`src/rtl/decode_pipe.sv`:
```
// ID stage: decodes one RV32(F) instruction per cycle, resolves bypassing, registers into ID/EX.
// One-cycle latency; stalls on load-use hazards and while execute withholds out_ready.
module decode_pipe #(
    parameter int XLEN  = 32,
    parameter int RADDR = 6,
    parameter int NFWD  = 2,
    localparam int FW    = $clog2(NFWD + 1),
    localparam int CTRLW = 23
) (
    input  logic                 clk,
    input  logic                 rst,
    input  logic                 flush,
    input  logic                 in_valid,
    output logic                 in_ready,
    input  logic [XLEN-1:0]      in_pc,
    input  logic [31:0]          in_instr,
    output logic [RADDR-1:0]     rs0,
    output logic [RADDR-1:0]     rs1,
    input  logic [XLEN-1:0]      rs0data,
    input  logic [XLEN-1:0]      rs1data,
    input  logic [NFWD*XLEN-1:0] fwd_data,
    input  logic [FW-1:0]        fwd_sel0,
    input  logic [FW-1:0]        fwd_sel1,
    output logic                 out_valid,
    input  logic                 out_ready,
    output logic [XLEN-1:0]      out_pc,
    output logic [XLEN-1:0]      out_imm,
    output logic [RADDR-1:0]     out_rd,
    output logic [RADDR-1:0]     out_rs0,
    output logic [RADDR-1:0]     out_rs1,
    output logic [XLEN-1:0]      out_rdata0,
    output logic [XLEN-1:0]      out_rdata1,
    output logic [XLEN-1:0]      out_src0,
    output logic [XLEN-1:0]      out_src1,
    output logic [CTRLW-1:0]     out_ctrl
);

    localparam logic [6:0] OP_LUI    = 7'b0110111;
    localparam logic [6:0] OP_AUIPC  = 7'b0010111;
    localparam logic [6:0] OP_JAL    = 7'b1101111;
    localparam logic [6:0] OP_JALR   = 7'b1100111;
    localparam logic [6:0] OP_BRANCH = 7'b1100011;
    localparam logic [6:0] OP_LOAD   = 7'b0000011;
    localparam logic [6:0] OP_STORE  = 7'b0100011;
    localparam logic [6:0] OP_IMM    = 7'b0010011;
    localparam logic [6:0] OP_REG    = 7'b0110011;
    localparam logic [6:0] OP_FLW    = 7'b0000111;
    localparam logic [6:0] OP_FSW    = 7'b0100111;
    localparam logic [6:0] OP_FP     = 7'b1010011;
    localparam logic [6:0] OP_IMEM   = 7'b0001011;

    localparam logic [1:0] S0_RDATA = 2'd0;
    localparam logic [1:0] S0_ZERO  = 2'd1;
    localparam logic [1:0] S0_PC    = 2'd2;
    localparam logic [1:0] S0_NONE  = 2'd3;
    localparam logic [1:0] S1_RDATA = 2'd0;
    localparam logic [1:0] S1_FOUR  = 2'd1;
    localparam logic [1:0] S1_IMM   = 2'd2;
    localparam logic [1:0] S1_NONE  = 2'd3;

    localparam int CB_MEMREAD = 20;

    logic [6:0]  opcode;
    logic [2:0]  funct3;
    logic [4:0]  funct5;
    logic [31:0] i_imm, s_imm, b_imm, u_imm, j_imm;

    assign opcode = in_instr[6:0];
    assign funct3 = in_instr[14:12];
    assign funct5 = in_instr[31:27];
    assign i_imm  = {{20{in_instr[31]}}, in_instr[31:20]};
    assign s_imm  = {{20{in_instr[31]}}, in_instr[31:25], in_instr[11:7]};
    assign b_imm  = {{19{in_instr[31]}}, in_instr[31], in_instr[7], in_instr[30:25],
                     in_instr[11:8], 1'b0};
    assign u_imm  = {in_instr[31:12], 12'b0};
    assign j_imm  = {{11{in_instr[31]}}, in_instr[31], in_instr[19:12], in_instr[20],
                     in_instr[30:21], 1'b0};

    logic        c_memtoreg, c_memwrite, c_memread, c_imemwrite, c_branchjump;
    logic [3:0]  c_aluop;
    logic [4:0]  c_fpuop;
    logic [2:0]  c_branchop;
    logic [1:0]  c_src0, c_src1;
    logic        c_regwrite, c_aluorfpu;
    logic        rd_fp, rs0_fp, rs1_fp;
    logic [31:0] imm32;

    // Control and immediate generation share one opcode decode.
    always_comb begin
        c_memtoreg   = 1'b0;
        c_memwrite   = 1'b0;
        c_memread    = 1'b0;
        c_imemwrite  = 1'b0;
        c_branchjump = 1'b0;
        c_aluop      = 4'd0;
        c_fpuop      = 5'd0;
        c_branchop   = 3'd0;
        c_src0       = S0_NONE;
        c_src1       = S1_NONE;
        c_regwrite   = 1'b0;
        c_aluorfpu   = 1'b0;
        rd_fp        = 1'b0;
        rs0_fp       = 1'b0;
        rs1_fp       = 1'b0;
        imm32        = 32'd0;
        case (opcode)
            OP_LUI: begin
                c_src0 = S0_ZERO; c_src1 = S1_IMM; c_regwrite = 1'b1; imm32 = u_imm;
            end
            OP_AUIPC: begin
                c_src0 = S0_PC; c_src1 = S1_IMM; c_regwrite = 1'b1; imm32 = u_imm;
            end
            OP_JAL: begin
                c_src0 = S0_PC; c_src1 = S1_FOUR; c_regwrite = 1'b1;
                c_branchjump = 1'b1; imm32 = j_imm;
            end
            OP_JALR: begin
                c_src0 = S0_PC; c_src1 = S1_FOUR; c_regwrite = 1'b1;
                c_branchjump = 1'b1; imm32 = i_imm;
            end
            OP_BRANCH: begin
                c_src0 = S0_RDATA; c_src1 = S1_RDATA; c_branchjump = 1'b1;
                c_branchop = funct3; imm32 = b_imm;
            end
            OP_LOAD, OP_FLW: begin
                c_src0 = S0_RDATA; c_src1 = S1_IMM; c_regwrite = 1'b1;
                c_memread = 1'b1; c_memtoreg = 1'b1; imm32 = i_imm;
                rd_fp = (opcode == OP_FLW);
            end
            OP_STORE, OP_FSW: begin
                c_src0 = S0_RDATA; c_src1 = S1_IMM; c_memwrite = 1'b1; imm32 = s_imm;
                rs1_fp = (opcode == OP_FSW);
            end
            OP_IMEM: begin
                c_src0 = S0_RDATA; c_src1 = S1_IMM; c_imemwrite = 1'b1; imm32 = s_imm;
            end
            OP_IMM: begin
                c_src0 = S0_RDATA; c_src1 = S1_IMM; c_regwrite = 1'b1; imm32 = i_imm;
                c_aluop = {(funct3 == 3'b101) & in_instr[30], funct3};
            end
            OP_REG: begin
                c_src0 = S0_RDATA; c_src1 = S1_RDATA; c_regwrite = 1'b1;
                c_aluop = {in_instr[30], funct3};
            end
            OP_FP: begin
                // compares, fcvt.w.s and fmv.x.w/fclass write the integer file;
                // fcvt.s.w and fmv.w.x read it.
                c_src0 = S0_RDATA; c_src1 = S1_RDATA; c_regwrite = 1'b1;
                c_aluorfpu = 1'b1; c_fpuop = funct5;
                rd_fp  = !(funct5 inside {5'b10100, 5'b11000, 5'b11100});
                rs0_fp = !(funct5 inside {5'b11010, 5'b11110});
                rs1_fp = 1'b1;
            end
            default: ;
        endcase
    end

    logic uses_rs0, uses_rs1, hazard;
    logic [RADDR-1:0] rd;

    assign uses_rs0 = (c_src0 == S0_RDATA) || (opcode == OP_JALR);
    assign uses_rs1 = (c_src1 == S1_RDATA) || c_memwrite || c_imemwrite;

    assign rs0 = {rs0_fp, (RADDR-1)'(in_instr[19:15])};
    assign rs1 = {rs1_fp, (RADDR-1)'(in_instr[24:20])};
    assign rd  = {rd_fp,  (RADDR-1)'(in_instr[11:7])};

    // Full-width index compare, so a float index never aliases its integer twin.
    assign hazard = out_valid && out_ctrl[CB_MEMREAD] && (out_rd != '0) &&
                    ((out_rd == rs0 && uses_rs0) || (out_rd == rs1 && uses_rs1));

    assign in_ready = !rst && !flush && !hazard && (!out_valid || out_ready);

    function automatic logic [XLEN-1:0] fwd_pick(input logic [FW-1:0]        sel,
                                                 input logic [XLEN-1:0]      rf,
                                                 input logic [NFWD*XLEN-1:0] fd);
        logic [XLEN-1:0] v;
        v = '0;
        if (sel == '0) begin
            v = rf;
        end else begin
            for (int k = 1; k <= NFWD; k++) begin
                if (int'(sel) == k) v = fd[(k-1)*XLEN +: XLEN];
            end
        end
        return v;
    endfunction

    logic [XLEN-1:0]  rdata0, rdata1, src0_d, src1_d, imm;
    logic [CTRLW-1:0] ctrl_d;

    assign rdata0 = fwd_pick(fwd_sel0, rs0data, fwd_data);
    assign rdata1 = fwd_pick(fwd_sel1, rs1data, fwd_data);
    assign imm    = XLEN'($signed(imm32));
    assign ctrl_d = {c_memtoreg, c_memwrite, c_memread, c_imemwrite, c_branchjump,
                     c_aluop, c_fpuop, c_branchop, c_src0, c_src1, c_regwrite, c_aluorfpu};

    always_comb begin
        case (c_src0)
            S0_RDATA: src0_d = rdata0;
            S0_PC:    src0_d = in_pc;
            default:  src0_d = '0;
        endcase
        case (c_src1)
            S1_RDATA: src1_d = rdata1;
            S1_FOUR:  src1_d = XLEN'(4);
            S1_IMM:   src1_d = imm;
            default:  src1_d = '0;
        endcase
    end

    always_ff @(posedge clk) begin
        if (rst) begin
            out_valid  <= 1'b0;
            out_pc     <= '0;
            out_imm    <= '0;
            out_rd     <= '0;
            out_rs0    <= '0;
            out_rs1    <= '0;
            out_rdata0 <= '0;
            out_rdata1 <= '0;
            out_src0   <= '0;
            out_src1   <= '0;
            out_ctrl   <= '0;
        end else if (flush) begin
            out_valid <= 1'b0;
        end else if (in_valid && in_ready) begin
            out_valid  <= 1'b1;
            out_pc     <= in_pc;
            out_imm    <= imm;
            out_rd     <= rd;
            out_rs0    <= rs0;
            out_rs1    <= rs1;
            out_rdata0 <= rdata0;
            out_rdata1 <= rdata1;
            out_src0   <= src0_d;
            out_src1   <= src1_d;
            out_ctrl   <= ctrl_d;
        end else if (out_valid && out_ready) begin
            // Also the bubble left behind when a load-use hazard blocks the next accept.
            out_valid <= 1'b0;
        end
    end

endmodule

```
`config.mk`:
```
export PLATFORM = sky130hd
export DESIGN_NAME = decode_pipe
export DESIGN_NICKNAME = d
export VERILOG_FILES = /design/src/rtl/decode_pipe.sv
export SDC_FILE = /design/constraint.sdc
export NUM_CORES = 1
export LEC_CHECK = 0
export CORE_AREA = 4 4 174 176
export CTS_CLUSTER_DIAMETER = 80
export DETAILED_ROUTE_END_ITERATION = 6
export DIE_AREA = 0 0 178 180
export PLACE_DENSITY_LB_ADDON = 0.2
export SETUP_SLACK_MARGIN = 0.05
export SYNTH_ARGS = -nofsm -noshare
export SYNTH_HDL_FRONTEND = slang
export SYNTH_SLANG_ARGS = --single-unit
```
`constraint.sdc`:
```
create_clock -name clk -period 3.05 [get_ports clk]
set_clock_uncertainty 0.2 [all_clocks]
set_input_delay 0.61 -clock clk [delete_from_list [all_inputs] [get_ports clk]]
set_output_delay 0.61 -clock clk [all_outputs]
set_load 0.01 [all_outputs]
```
==> results.py <==
metrics = {
    "run_status": {
        "status": "complete, no violations",
    },
    "power_and_ir_drop": {
        "ir_worst_vdd_mv": 0.4137,
        "power.density_nw_per_um2": 434.1,
        "fin_total_pwr_mw": 8.043,
        "p_leak_nw": 8.015,
    },
    "final_layout": {
        "area_growth_pct": 53.39,
        "fin_area_um2": 18530,
        "mostFrequentLayoutCell": "clkdlybuf4s50_1",
        "layout.cells.non_filler": 2208,
        "final_cell_mix": "424 x clkdlybuf4s50_1, 229 x dfxtp_1, 197 x mux2i_1",
        "nNetsFinal": 2005,
        "drive_gt1_share_pct": 14.42,
        "insertedDiodeCount": 0,
    },
    "cts": {
        "ctsHoldBuffers": 0,
        "cts-root-buf": "clkbuf_16",
        "cts_buffer_depth": 3,
        "cts-buffers-inserted": 26,
        "cts.reportedPaths.clkPinSlew_ns": 0.06,
        "cts.sinks": 233,
        "cts_max_level": 1,
        "clk_latency_ns": 0.53,
        "cts_tree": "done",
    },
    "yosys": {
        "synth_compound_area_share_pct": 20.72,
        "synth_xor_area_share_pct": 1.005,
        "syn_nets": 1533,
        "ys_seq_elements": 233,
        "ys_warn_count": 0,
        "synth-async-reset-ratio_pct": 0,
        "synth.distinct_cells": 71,
        "syn_area_um2": 12080,
        "synthMuxAreaShare_pct": 18.84,
        "yosys.area_share.simple_pct": 12.98,
        "ys_seq_area_share_pct": 38.62,
        "synth_top_family_by_area": "compound AO/OA/AOI/OAI gates",
        "synthAdderAreaFrac_pct": 0,
        "synth_ff_type": "dfxtp_1",
        "avgSynthCellArea_um2": 9.068,
        "synth_edf_count": 0,
        "synth_cells": 1332,
    },
    "global_route": {
        "antenna_found_initial": 1,
        "grt_pass1_wl_mm": 75.73,
        "gr-total-overflow": 0,
        "grt_max_degree": 67,
        "track_usage_pct": 30.37,
        "grt_pass1_vias": 12351,
    },
    "worst_setup_path": {
        "worst_ep_arrival_time_ns": 2.13,
        "crit_path_max_fanout": 4,
        "worstReg2RegStart": "out_rd[2]",
        "slowest_stage": "and4bb_4",
        "cp_cell_sequence": "dlygate4sd2_1, and4bb_4, o21ai_4, xor2_2, a32oi_4, nor2_2, nor2b_1, buf_2",
        "critPathRequiredTime_ns": 2.24,
        "critPathKind": "input pin to output pin",
        "crit_start": "in_instr[5]",
        "start_kind": "input pin",
        "cp-end-kind": "output pin",
        "r2r_cells": 9,
        "reg2reg_slack_ns": 0.43,
        "r2r_end": "out_pc[6]",
        "slowest_delay_ns": 0.36,
    },
    "timing": {
        "max-slew-margin-rel_pct": 50.79,
        "fin_ws_ns": 0.1135,
        "fmaxAchievable_mhz": 340.5,
        "finalWorstPathRequiredPeriod_ns": 2.936,
        "finalSetupViolations": 0,
        "hold_viol": 0,
        "period_share_pct": 96.28,
        "finalMaxSlewViolations": 0,
        "hold_ws_ns": 0.2569,
        "rsz0062_at_grt": "yes",
        "tightest_slew_ns": 0.7381,
    },
    "min_path": {
        "hold_path.class": "flop to flop",
        "hp-start": "out_pc[5]",
        "min_to": "out_pc[5]",
        "holdPathStages": 2,
    },
    "die": {
        "start_util_pct": 42.20,
        "core_area_um2": 28630,
        "die_y_um": 180,
        "io_pins": 448,
        "fp-row-count": 62,
        "dieArea_um2": 32040,
        "die_w_um": 178,
    },
    "drt": {
        "drt_iter0_markers": 805,
        "drc": 0,
        "wl_per_cell_um": 23.36,
        "vias_per_cell": 5.622,
        "drtPass1Iterations": 5,
        "wl_mm": 51.58,
        "antenna_left": 0,
        "vias": 12413,
    },
    "placed_design": {
        "place_congestion": 0.9205,
        "place_hpwl_mm": 39.27,
        "place_ws_ns": -0.5524,
        "placedCellCount": 2152,
        "port_buffers": 447,
        "placed_area_um2": 17510,
    },
    "run": {
        "max_cap_viol_count": 0,
    },
}
layer usage:
layer / routed length [µm] / vias to the layer above / track usage (%)
met5: 13 / - / 0
met4: 1982 / 2 / 10.86
met3: 4489 / 102 / 6.996
met2: 24500 / 568 / 50.45
met1: 20600 / 6017 / 38.47
li1: - / 5724 / -
layout make-up:
cell class / count / area [µm²]
Timing Repair Buffer: 583 / 5743
Fill cell: 2398 / 10100
Multi-Input combinational cell: 915 / 6543
Tap cell: 384 / 480.5
Sequential cell: 233 / 4669
Clock inverter: 12 / 148.9
Inverter: 45 / 173.9
Clock buffer: 36 / 769.5
sequential cells by signal, indices dropped and copies added (netlist names), 6 cells and up:
name        count
out_imm        32
out_pc         32
out_rdata0     32
out_rdata1     32
out_src0       32
out_src1       32
out_ctrl       22
out_rd          6
out_rs0         6
out_rs1         6
synth_stat cells, types with 11 or more instances:
cell type	n	area share (%)
mux2i_1	197	16
a31o_2	13	0.94
o32a_1	32	2.7
buf_8	11	1.4
o21ai_0	19	0.79
inv_1	44	1.4
nand2_1	173	5.4
buf_2	25	1.0
o221a_2	11	1.0
nand3_1	18	0.75
dfxtp_1	233	39
buf_4	17	1.1
nor2_1	81	2.5
clkbuf_1	78	2.4
a2bb2oi_1	29	2.1
a31o_1	27	2.0
nor2b_1	32	1.7
mux2_2	20	1.9
a211oi_1	48	3.0
a21oi_1	85	3.5
power by group:
group	leakage [nW]	internal, mW	switching [mW]
sequential	1.90	3.15	0.0648
clock	0.448	2.02	1.31
combinational	5.67	0.761	0.734
total	8.02	5.93	2.11
cell families after synthesis:
group,after synthesis
simple gates,349
compound gates,329
flops,233
mux,224
buf+inv,184
xor+xnor,13
timing repair:
item,CTS,global route
cloned,0,0
resized for setup,30,9
setup endpoints to repair,3,2
buffers inserted,7,1
pin swaps,13,5
worst max-delay path by stage:
stage	end	slack, ns	depth (start not counted)
5_1_grt	in_ready	0.02	8
6_report	in_ready	0.11	8
2_1_floorplan	in_ready	0.34	7
3_5_place_dp	in_ready	-0.55	9
3_3_place_gp	in_ready	-0.52	9
4_1_cts	in_ready	0.06	8
worst max-delay path, delay by kind of cell:
kind | cells | cell delay, ns
buffers and inverters | 2 | 0.42
and+or+nand+nor | 3 | 0.55
AOI/OAI and AO/OA | 2 | 0.36
xor gates and xnor gates | 1 | 0.17
metrics by stage:
stage | TNS, ns | utilization [%]
2_1_floorplan | 0 | -
3_3_place_gp | -54.26 | 61.19
3_5_place_dp | -69.25 | 61.19
4_1_cts | 0 | 64.62
5_1_grt | 0 | 64.73
6_report | 0 | 64.73
No activity file was read; power rests on OpenSTA's default activity.
